$ cat config.mk
export PLATFORM = sky130hd
export DESIGN_NAME = store16_imm_sequencer
export DESIGN_NICKNAME = d
export VERILOG_FILES = /design/src/rtl/store16_imm_sequencer.sv
export SDC_FILE = /design/constraint.sdc
export NUM_CORES = 1
export LEC_CHECK = 0
export CAP_MARGIN = 20
export CORE_MARGIN = 1
export CORE_UTILIZATION = 40
export CTS_CLUSTER_SIZE = 30
export DETAILED_ROUTE_END_ITERATION = 12
export PLACE_DENSITY_LB_ADDON = 0.12
export SYNTH_ARGS = -nofsm -noshare
export SYNTH_HDL_FRONTEND = slang
export SYNTH_SLANG_ARGS = --single-unit
$ cat constraint.sdc
create_clock -name i_Clk -period 2.7 [get_ports i_Clk]
set_input_delay 0.405 -clock i_Clk [delete_from_list [all_inputs] [get_ports i_Clk]]
set_output_delay 0.405 -clock i_Clk [all_outputs]
set_load 0.02 [all_outputs]
$ cat src/rtl/store16_imm_sequencer.sv
// Microcode sequencer for store-register-to-immediate-address opcodes (LD (a16),SP / LD (a16),A / LDH (a8),A).
// Walks operand fetch, data write and opcode fetch M-cycles with a one-hot T-step ring and memory wait stall.
module store16_imm_sequencer #(
  parameter int STEPS      = 4,
  parameter int DATA_BYTES = 2,
  parameter int ADDR_MODE  = 0,
  parameter int BYTE_SEL_1 = 1,
  parameter int SRC_SEL    = 4,
  parameter int PC_SEL     = 5,
  parameter int WZ_SEL     = 0,
  parameter int Z_SEL      = 0,
  parameter int W_SEL      = 1
) (
  input  logic       i_Clk,
  input  logic       i_Reset,
  input  logic       i_Start,
  input  logic       i_Mem_Wait,
  output logic       o_Busy,
  output logic       o_Done,
  output logic       o_IR_Fetch,
  output logic [7:0] o_Write8,
  output logic [5:0] o_Read16,
  output logic [5:0] o_Write16,
  output logic       o_Bus_In,
  output logic       o_Bus_Out,
  output logic       o_Address_Out,
  output logic [1:0] o_Increment16,
  output logic [1:0] o_Bus16_Byte_To_Bus,
  output logic       o_High_Page
);

  typedef enum logic [2:0] {IDLE, IMM_LO, IMM_HI, WR_LO, WR_HI, FETCH} state_t;

  localparam logic [2:0] SRC_IDX = SRC_SEL[2:0];
  localparam logic [2:0] PC_IDX  = PC_SEL[2:0];
  localparam logic [2:0] WZ_IDX  = WZ_SEL[2:0];
  localparam logic [2:0] Z_IDX   = Z_SEL[2:0];
  localparam logic [2:0] W_IDX   = W_SEL[2:0];
  // A single stored byte may come from either half of the source register pair.
  localparam logic [1:0] LO_BYTE = (DATA_BYTES == 1 && BYTE_SEL_1 == 1) ? 2'b10 : 2'b01;

  state_t             state_reg;
  state_t             state_next;
  logic [STEPS-1:0]   step_reg;
  logic               last_step;
  logic               bus_state;
  logic               stall;

  assign last_step = step_reg[STEPS-1];
  assign bus_state = (state_reg == IMM_LO) || (state_reg == IMM_HI) ||
                     (state_reg == WR_LO)  || (state_reg == WR_HI);
  assign stall     = bus_state && last_step && i_Mem_Wait;

  // Successor taken when the current M-cycle completes.
  always_comb begin
    state_next = IDLE;
    case (state_reg)
      IDLE:    state_next = i_Start ? IMM_LO : IDLE;
      IMM_LO:  state_next = (ADDR_MODE == 1) ? WR_LO : IMM_HI;
      IMM_HI:  state_next = WR_LO;
      WR_LO:   state_next = (DATA_BYTES == 2) ? WR_HI : FETCH;
      WR_HI:   state_next = FETCH;
      FETCH:   state_next = i_Start ? IMM_LO : IDLE;
      default: state_next = IDLE;
    endcase
  end

  always_ff @(posedge i_Clk) begin
    if (i_Reset) begin
      state_reg <= IDLE;
      step_reg  <= STEPS'(1);
    end else if (state_reg == IDLE) begin
      state_reg <= state_next;
      step_reg  <= STEPS'(1);
    end else if (last_step) begin
      if (!stall) begin
        state_reg <= state_next;
        step_reg  <= STEPS'(1);
      end
    end else begin
      step_reg <= {step_reg[STEPS-2:0], step_reg[STEPS-1]};
    end
  end

  always_comb begin
    o_Busy              = (state_reg != IDLE);
    o_Done              = 1'b0;
    o_IR_Fetch          = 1'b0;
    o_Write8            = '0;
    o_Read16            = '0;
    o_Write16           = '0;
    o_Bus_In            = 1'b0;
    o_Bus_Out           = 1'b0;
    o_Address_Out       = 1'b0;
    o_Increment16       = 2'b00;
    o_Bus16_Byte_To_Bus = 2'b00;
    o_High_Page         = 1'b0;
    case (state_reg)
      IMM_LO, IMM_HI: begin
        if (step_reg[0]) begin
          o_Read16[PC_IDX] = 1'b1;
          o_Address_Out    = 1'b1;
        end
        if (step_reg[1]) begin
          o_Read16[PC_IDX]  = 1'b1;
          o_Write16[PC_IDX] = 1'b1;
          o_Increment16     = 2'b01;
        end
        if (last_step) begin
          o_Bus_In = 1'b1;
          // Register loads fire only on the clock the memory actually delivers.
          if (!i_Mem_Wait) begin
            if (state_reg == IMM_LO) begin
              o_Write8[Z_IDX] = 1'b1;
              o_High_Page     = (ADDR_MODE == 1);
            end else begin
              o_Write8[W_IDX] = 1'b1;
            end
          end
        end
      end
      WR_LO, WR_HI: begin
        if (step_reg[0]) begin
          o_Read16[WZ_IDX] = 1'b1;
          o_Address_Out    = 1'b1;
        end
        if (step_reg[1] && state_reg == WR_LO && DATA_BYTES == 2) begin
          o_Read16[WZ_IDX]  = 1'b1;
          o_Write16[WZ_IDX] = 1'b1;
          o_Increment16     = 2'b01;
        end
        if (last_step) begin
          o_Read16[SRC_IDX]   = 1'b1;
          o_Bus_Out           = 1'b1;
          o_Bus16_Byte_To_Bus = (state_reg == WR_LO) ? LO_BYTE : 2'b10;
        end
      end
      FETCH: begin
        o_IR_Fetch = 1'b1;
        o_Done     = last_step;
      end
      default: ;
    endcase
  end

endmodule

==> summary.md, run 1 <==
| Metric | Value |
|---|---|
| Run status | completed |
| Crit Path Max Fanout | 12 |
| Total global routing overflow | 0 |
| Final hold violations | 0 |
| Pre-CTS setup slack | between 0.3 and 0.4 ns |
| Final wirelength | between 1000 and 1500 µm |
| Worst flop-to-flop path startpoint | state_reg[0] |
| GRT Resource Usage Total | 16.00% |
| Post-route cell area | around 760 µm² |
| Critical path arrival | a little under 2 ns |
| Most common library cells after synthesis | 18 x sky130_fd_sc_hd__buf_4, 15 x sky130_fd_sc_hd__nor2_1, 8 x sky130_fd_sc_hd__nand2_1 |
| Min-Delay Endpoint | step_reg[2] |
| Clock latency at the later pin of the worst-skew pair | 0.25 ns |
| Flip-flop cell with the highest count after synthesis | sky130_fd_sc_hd__dfxtp_1 |
| Number of standard cells after synthesis | 85 |
| Clock Sinks | 7 |
| Root buffer cell | sky130_fd_sc_hd__clkbuf_4 |
| Fraction of final layout cells sized beyond drive strength 1 | a little over a tenth |
| Clock skew | 0.005392 ns |
| Share of flip-flops with an asynchronous set or reset | 0% |
| Number of enable flip-flop cells after synthesis | 0 |
| Vias per std cell | 4.692 |
| Number of antenna violations at the first check in global routing | 0 |
| Crit path kind | register to output port |
| Cell type group with the largest total delay on the critical path | buffers and inverters |
| Initial standard-cell utilization of the core | between 40 and 50% |
| Per-instance average area after synthesis | between 7 and 8 µm² |
| Area share of the largest cell type after synthesis | a little under a quarter |
| Total negative slack | 0 ns |
| Min Tclk post-route | between 2 and 2.5 ns |
| Dpl cell area | around 730 µm² |
| Seq cells post-synth | 7 |
| Number of top-level pins | 35 |
| Seq/Total Area, Yosys | 22.63% |
| Synth area leaders | sky130_fd_sc_hd__dfxtp_1 23%, sky130_fd_sc_hd__buf_4 22%, sky130_fd_sc_hd__nor2_1 9.1% |
| Via count of the first global-routing pass | approximately 430 |
| Depth of the worst register-to-register path | 5 |
| CTS tree | done |
| First-pass DRT Iterations | 4 |
| Area enclosed by the die boundary | 1710 µm² |
| Area inside the core boundary | about 1400 µm² |
| CTS Buffer Depth | 2 |
| Number of buffers created by CTS | 3 |
| Type of the worst min-delay path | register to register |
| Max Fclk | between 400 and 500 MHz |
| Start point of the worst min-delay path | step_reg[2] |
| Flip-flop count of the largest register, all copies and words added | 4 |
| First-pass GRT wire length | 1773 µm |
| Pin count of the biggest net entering global routing | 14 |
| Number of cells on the critical path | 4 |
| Final Total Pwr | about 0.28 mW |
| # diodes | 0 |
| Flop-to-flop setup slack | ~1.4 ns |
| Post-Syn Area | ~620 µm² |
| Maximum vdd drop | 0.0001897 V |
| Count of antenna-violating nets left after detailed routing | 0 |
| Cell at the slowest stage of the critical path | sky130_fd_sc_hd__clkdlybuf4s50_1 |
| P&R area growth vs syn | 22.02% |
| Number of pins exceeding their max-slew limit in the final report | 0 |
| Crit-path cells | nand2_1, o21ai_0, and2_1, clkdlybuf4s50_1 |
| Finish-stage setup viols | 0 |
| Setup crit start kind | register |
| Remaining DRCs | 0 |
| Average detailed-routed wire length per instance | ~9.6 µm |
| Area leader, netlist | sky130_fd_sc_hd__dfxtp_1 |
| Buffer count from post-CTS setup fixing | 0 |
| Count of different cell masters after synthesis | 24 |
| Die width | 41.35 µm |
| DR iter-0 viols | 8 |
| Required time at the worst-slack endpoint | roughly 2.3 ns |
| R2r endpoint | step_reg[2] |
| Unrepaired setup endpoints after global routing | false |
| Max-cap violations | 0 |
| Number of buffers inserted by hold repair at cts | 0 |
| Number of rows created at floorplan | 13 |
| Number of H-tree levels | 1 |
| Number of vias in the routed layout | about 550 |
| Count of warnings emitted by yosys | 0 |
| Static leakage | 0.2906 nW |
| Vert. Die Dim | roughly 41 µm |
| Layout Nets | 107 |
| IO Port Bufs | 19 |
| Setup slack after layout | around 0.3 ns |
| Final weighted congestion of routability-driven global placement | slightly below 0.8 |
| Most common cell in the netlist | sky130_fd_sc_hd__buf_4 |
| Total power density per cell area | around 370 nW/µm² |
| Element type at the critical path end | output port |
| Ratio of final minimum period to clock period | 88.81% |
| HPWL reported at the end of detailed placement | between 800 and 900 µm |
| Delay of the slowest cell on the worst path | slightly above 0.6 ns |
| Cell count of the worst hold path | 1 |
| Buffers and inverters on the worst path | 1 |
| Gates resized, CTS repair | 0 |
| Clk pin slew, worst setup/hold paths | about 0.05 ns |
==> worst max path at each step <==
stage / startpoint / endpoint / slack [ns]
2_1_floorplan: state_reg[1] / o_Read16[4] / 1.11
3_3_place_gp: i_Mem_Wait / o_Write8[1] / 0.36
3_5_place_dp: i_Mem_Wait / o_Write8[1] / 0.34
4_1_cts: state_reg[0] / o_Read16[4] / 0.27
5_1_grt: state_reg[0] / o_Read16[4] / 0.07
6_report: state_reg[0] / o_Read16[4] / 0.30
==> worst reg2reg max path, stage by stage (launching register included) <==
cell and delay [ns]:
sky130_fd_sc_hd__dfxtp_1 0.59, sky130_fd_sc_hd__nor3_2 0.13, sky130_fd_sc_hd__inv_1 0.09, sky130_fd_sc_hd__nand2_1 0.08
sky130_fd_sc_hd__nor3_2 0.22, sky130_fd_sc_hd__a22o_1 0.16
==> cells in the final DEF, fill, tap and decap left out, drive strengths merged <==
cell / synthesis / routed
clkdlybuf4s50: 0 / 19
nor2: 15 / 15
conb: 1 / 15
nand2: 8 / 8
dfxtp: 7 / 7
nor3: 6 / 6
inv: 5 / 5
a21oi: 5 / 5
o21ai: 5 / 5
clkbuf: 0 / 4
nand2b: 3 / 3
a22o: 2 / 2
xnor2: 1 / 1
and2: 1 / 1
a31o: 1 / 1
nor4b: 1 / 1
nor2b: 1 / 1
o221ai: 1 / 1
a211oi: 1 / 1
a2111oi: 1 / 1
==> logic make-up (layout without fill, tap and decap cells) <==
kind of cell	count (synthesis)	count (layout)	synth area share, %
other	1	15	0.6055
XOR/XNOR	1	1	1.414
flip-flops	7	7	22.63
AO/OA/AOI/OAI	16	16	17.98
buffers and inverters	25	28	27.47
AND/OR/NAND/NOR	35	35	29.90
==> area by class of cell <==
type	count	area, µm²
Inverter	5	18.77
Clock buffer	4	26.28
Timing Repair Buffer	19	190.2
Multi-Input combinational cell	67	361.6
Sequential cell	7	140.1
Fill cell	149	610.6
Tap cell	15	18.77
==> report_power, final <==
group	total [mW]	internal, mW	switching (mW)
Sequential	0.117	0.108	0.00876
Clock	0.0909	0.0561	0.0347
Combinational	0.0745	0.0261	0.0485
Total	0.282	0.190	0.0920
==> layer usage <==
metal / GRT usage (%) / vias to the layer above / wire (µm)
met4: 2.419 / 0 / 0
met1: 19.16 / 241 / 536
met5: 0 / - / 0
met3: 6.383 / 0 / 77
li1: - / 284 / -
met2: 27.34 / 24 / 509
==> through the flow <==
stage	utilization, %	hold slack (ns)	cells
after floorplan	-	0.4431	99
after global placement	53.39	0.4705	113
after detailed placement	53.39	0.4723	113
after CTS	55.31	0.4855	117
after global routing	55.31	0.5047	117
final	55.31	0.4922	117
No activity file was read; power rests on OpenSTA's default activity.
==> run 2, diff against run 1 <==
--- a/config.mk
+++ b/config.mk
@@ -11,6 +11,7 @@
 export CTS_CLUSTER_SIZE = 30
 export DETAILED_ROUTE_END_ITERATION = 12
 export PLACE_DENSITY_LB_ADDON = 0.12
+export SETUP_SLACK_MARGIN = 0.02
 export SYNTH_ARGS = -nofsm -noshare
 export SYNTH_HDL_FRONTEND = slang
 export SYNTH_SLANG_ARGS = --single-unit
==> results of run 2 <==
Same layout as run 1: the final DEF is identical, and so are final timing and power.
